$ cat config.mk
export PLATFORM = sky130hd
export DESIGN_NAME = pipeline_ctrl
export DESIGN_NICKNAME = d
export VERILOG_FILES = /design/src/rtl/pipeline_ctrl.sv
export SDC_FILE = /design/constraint.sdc
export NUM_CORES = 1
export LEC_CHECK = 0
export ABC_AREA = 1
export BUFFER_PORTS_ARGS = -buffer_cell sky130_fd_sc_hd__buf_2
export CORE_MARGIN = 5
export CORE_UTILIZATION = 45
export CTS_CLUSTER_DIAMETER = 150
export DETAILED_ROUTE_END_ITERATION = 12
export GPL_TIMING_DRIVEN = 0
export PLACE_DENSITY_LB_ADDON = 0.08
export SLEW_MARGIN = 20
export SYNTH_ARGS = -nofsm -noshare
export SYNTH_HDL_FRONTEND = slang
export SYNTH_SLANG_ARGS = --single-unit
$ cat constraint.sdc
create_clock -name clk -period 1.8 [get_ports clk]
set_input_delay 0 -clock clk [delete_from_list [all_inputs] [get_ports clk]]
set_output_delay 0 -clock clk [all_outputs]
set_load 0.05 [all_outputs]
$ cat src/rtl/pipeline_ctrl.sv
// Pipeline stall/flush controller: hazard and redirect arbitration, multi-cycle
// mul/div handshake with timeout abort, and saturating performance counters.
module pipeline_ctrl #(
    parameter int unsigned MD_TIMEOUT = 40
) (
    input  logic        clk,
    input  logic        rst,
    input  logic        hz_stall,
    input  logic        br_taken_ex,
    input  logic        ex_md_valid,
    input  logic        md_done,
    input  logic        imem_ready,
    input  logic        perf_clr,
    output logic        stall_pc,
    output logic        stall_if_id,
    output logic        stall_id_ex,
    output logic        flush_if_id,
    output logic        flush_id_ex,
    output logic        flush_ex_mem,
    output logic        md_start,
    output logic        md_busy,
    output logic        md_err,
    output logic [15:0] stall_cnt,
    output logic [15:0] flush_cnt
);

    typedef enum logic {RUN, MD_WAIT} state_t;

    localparam logic [7:0] TIMEOUT_C = 8'(MD_TIMEOUT);

    state_t      r_state;
    state_t      w_state_nxt;
    logic [7:0]  r_md_cnt;
    logic [7:0]  w_md_cnt_nxt;
    logic [15:0] r_stall_cnt;
    logic [15:0] r_flush_cnt;
    logic        r_md_err;
    logic        w_set_err;
    logic        w_flush_evt;

    function automatic logic [15:0] sat_inc(input logic [15:0] v);
        return (v == 16'hFFFF) ? v : v + 16'd1;
    endfunction

    always_ff @(posedge clk) begin
        if (rst) begin
            r_state  <= RUN;
            r_md_cnt <= 8'd0;
        end else begin
            r_state  <= w_state_nxt;
            r_md_cnt <= w_md_cnt_nxt;
        end
    end

    always_comb begin
        stall_pc     = 1'b0;
        stall_if_id  = 1'b0;
        stall_id_ex  = 1'b0;
        flush_if_id  = 1'b0;
        flush_id_ex  = 1'b0;
        flush_ex_mem = 1'b0;
        md_start     = 1'b0;
        md_busy      = 1'b0;
        w_set_err    = 1'b0;
        w_flush_evt  = 1'b0;
        w_state_nxt  = r_state;
        w_md_cnt_nxt = r_md_cnt;
        if (rst) begin
            // Reset drains the pipe with bubbles and aborts any mul/div op.
            flush_if_id  = 1'b1;
            flush_id_ex  = 1'b1;
            flush_ex_mem = 1'b1;
            w_state_nxt  = RUN;
            w_md_cnt_nxt = 8'd0;
        end else begin
            case (r_state)
                RUN: begin
                    if (br_taken_ex) begin
                        flush_if_id = 1'b1;
                        flush_id_ex = 1'b1;
                        w_flush_evt = 1'b1;
                    end else if (ex_md_valid) begin
                        md_start     = 1'b1;
                        stall_pc     = 1'b1;
                        stall_if_id  = 1'b1;
                        stall_id_ex  = 1'b1;
                        flush_ex_mem = 1'b1;
                        w_state_nxt  = MD_WAIT;
                        w_md_cnt_nxt = 8'd1;
                    end else if (hz_stall) begin
                        stall_pc    = 1'b1;
                        stall_if_id = 1'b1;
                        flush_id_ex = 1'b1;
                    end else if (!imem_ready) begin
                        stall_pc    = 1'b1;
                        flush_if_id = 1'b1;
                    end
                end
                MD_WAIT: begin
                    md_busy = 1'b1;
                    // A result arriving on the timeout cycle still counts as success.
                    if (md_done) begin
                        w_state_nxt  = RUN;
                        w_md_cnt_nxt = 8'd0;
                    end else if (r_md_cnt >= TIMEOUT_C) begin
                        w_set_err    = 1'b1;
                        flush_ex_mem = 1'b1;
                        w_state_nxt  = RUN;
                        w_md_cnt_nxt = 8'd0;
                    end else begin
                        stall_pc     = 1'b1;
                        stall_if_id  = 1'b1;
                        stall_id_ex  = 1'b1;
                        flush_ex_mem = 1'b1;
                        w_md_cnt_nxt = r_md_cnt + 8'd1;
                    end
                end
                default: begin
                    w_state_nxt  = RUN;
                    w_md_cnt_nxt = 8'd0;
                end
            endcase
        end
    end

    always_ff @(posedge clk) begin
        if (rst || perf_clr) begin
            r_stall_cnt <= 16'd0;
            r_flush_cnt <= 16'd0;
        end else begin
            if (stall_pc)
                r_stall_cnt <= sat_inc(r_stall_cnt);
            if (w_flush_evt)
                r_flush_cnt <= sat_inc(r_flush_cnt);
        end
    end

    always_ff @(posedge clk) begin
        if (rst)
            r_md_err <= 1'b0;
        else if (w_set_err)
            r_md_err <= 1'b1;
    end

    assign md_err    = r_md_err;
    assign stall_cnt = r_stall_cnt;
    assign flush_cnt = r_flush_cnt;

endmodule

==> results.py <==
metrics = {
    "run_status": {
        "status": "completed",
    },
    "floorplan": {
        "start_util": 0.468,
        "coreArea_sq_um": 5170,
        "die_h_um": 83.4,
        "ioPinCount": 49,
        "die_w_um": 83.4,
        "fp-row-count": 26,
        "dieArea_sq_um": 6950,
    },
    "setup_path": {
        "timing_worst_setup_path_type": "flop to flop",
        "crit_required_ns": 2.02,
        "worst_setup_path_start_kind": "flop",
        "path_max_fanout": 6,
        "critPathArrivalTime_ns": 1.89,
        "endpoint_kind": "flop",
    },
    "grt": {
        "grt_pass1_wl_mm": 10.1,
        "grt_max_degree": 14,
        "antenna_found_initial": 0,
        "grt_usage": 0.173,
        "gr-total-overflow": 0,
        "grt_pass1_vias": 2317,
    },
    "routing": {
        "drtPass1Iterations": 4,
        "vias_per_cell": 4.94,
        "wl_mm": 5.93,
        "antenna_left": 0,
        "drc": 0,
        "wire_per_inst_um": 11.8,
        "drtIter0Drc": 117,
        "route.vias.total": 2491,
    },
    "timing": {
        "max_slew_margin": 0.677,
        "setup_viol": 0,
        "drv_slew": 0,
        "setup_ws_ns": 0.138,
        "hold_viol": 0,
        "max_freq_ghz": 0.602,
        "setup_tns_ns": 0,
        "worstMarginPinSlew_ns": 0.485,
        "rsz0062_at_grt": "false",
        "fin_worst_skew_ns": 0.0110,
        "period_minus_slack_ns": 1.66,
        "period_share": 0.924,
    },
    "clock_network": {
        "root_buffer": "clkbuf_8",
        "clock_latency_ns": 0.30,
        "cts_tree": "yes",
        "cts_sinks": 42,
        "cts_inserted_buffers": 5,
        "clk_path_buf_depth": 2,
        "htreeDepth": 2,
        "path_clk_slew_ns": 0.08,
    },
    "synth": {
        "synth_nets": 388,
        "yosysWarnings": 0,
        "synth_seq_cells": 42,
        "yosysUniqueCellTypes": 29,
        "yosysSeqAreaShare": 0.347,
        "syn_inst": 376,
        "avgSynthCellArea_sq_um": 6.44,
        "netlist_area_sq_um": 2420,
    },
    "power": {
        "powerDensity_nw_per_um2": 622,
        "ir_drop_uv": 355,
        "fin_total_pwr_mw": 1.81,
        "leakage_nw": 1.20,
    },
    "final_layout": {
        "instances_no_fill": 504,
        "fin_util": 0.563,
        "syn2layout_area_growth_pct": 20.4,
        "final_cell_mix": "nand2_1, buf_2, nor2_1, dfxtp_1, inv_1",
        "mostFrequentLayoutCell": "nand2_1",
        "nNetsFinal": 445,
        "multiInputGateArea_sq_um": 1420,
        "fillers": 532,
        "diodes": 0,
        "layout-drive-gt1-share": 0.198,
        "seqCellArea_sq_um": 848,
    },
    "place": {
        "io_buffers": 48,
        "placedCellCount": 494,
        "hpwl_mm": 4.48,
        "post-place-ws_ns": 0.0722,
        "gp_congestion": 0.862,
    },
    "min_path": {
        "hold_class": "input pin to flop",
    },
    "job": {
        "maxCapViolations": 0,
    },
}
## worst max-delay path, stage by stage, from the launching register on
cell and delay [ns]:
dfxtp_4 0.38, ha_2 0.21, nand2_1 0.10, nor2_4 0.14, nand3_2 0.14, o21ai_4 0.26, buf_4 0.19, nand2_1 0.05
a21oi_1 0.13
## area by class of cell
type | count | share of cell area
Tap cell | 70 | 0.0301
Timing Repair Buffer | 50 | 0.0885
Clock buffer | 6 | 0.0283
Multi-Input combinational cell | 288 | 0.486
Inverter | 38 | 0.0498
Clock inverter | 2 | 0.00429
Buffer | 8 | 0.0219
Sequential cell | 42 | 0.291
## power by group
part | internal, mW | switching (mW)
Combinational | 0.0624 | 0.162
Sequential | 0.934 | 0.00652
Clock | 0.309 | 0.338
Total | 1.31 | 0.506
## sequential cells by signal (all words and copies together) (netlist names)
register   cells
flush_cnt     16
md_err         1
r_state        1
r_md_cnt       8
stall_cnt     16
## worst paths after layout
| kind | from | endpoint | slack, ns | cells after the start |
|---|---|---|---|---|
| setup / recovery | flush_cnt[0] | flush_cnt[9] | 0.14 | 8 |
| hold / removal | md_done | r_md_cnt[2] | 0.05 | 4 |
| setup reg to reg | flush_cnt[0] | flush_cnt[9] | 0.14 | 8 |
| hold reg to reg | r_md_cnt[7] | r_md_cnt[7] | 0.44 | 2 |
## cell usage after synthesis, drive strengths merged
cell,count,area [sq um]
xnor2,8,70.1
dfxtp,42,841
nand2,130,495
nor3,2,15.0
clkbuf,2,7.51
a211oi,2,15.0
a32oi,1,8.76
nand3,20,110
nand4,9,56.3
inv,37,141
o21ai,12,63.8
a21oi,34,181
and3,1,6.26
xor2,9,78.8
ha,4,50.1
buf,6,46.3
o22ai,2,12.5
clkinv,1,3.75
nor2,54,218
## through the flow
stage | area [sq um] | hold slack, ns
floorplan | 2430 | 0.164
CTS | 2860 | 0.0545
detailed placement | 2760 | 0.313
global placement | 2760 | 0.298
finish | 2910 | 0.0455
global route | 2910 | 0.0378
## metal layers
metal | vias to the layer above | wire length, um | GRT usage
met2 | 52 | 2680 | 0.285
met1 | 1114 | 2870 | 0.215
met5 | - | 0 | 0
li1 | 1314 | - | -
met3 | 11 | 264 | 0.0416
met4 | 0 | 114 | 0.0698
## logic make-up after synthesis
| family | Yosys count | synth area share |
|---|---|---|
| AO/OA/AOI/OAI | 51 | 0.116 |
| XOR/XNOR | 17 | 0.0615 |
| adder cells (fa/ha/maj) | 4 | 0.0207 |
| buffers and inverters | 46 | 0.0822 |
| flip-flops | 42 | 0.347 |
| AND/OR/NAND/NOR | 216 | 0.372 |
## what timing repair did
action | in CTS | in global routing
hold endpoints to repair | 3 | 0
hold buffers | 1 | 0
resized for setup | 0 | 14
setup endpoints to repair | 0 | 25
setup buffers | 0 | 0
Note: power is estimated with default switching activity, not from simulation.
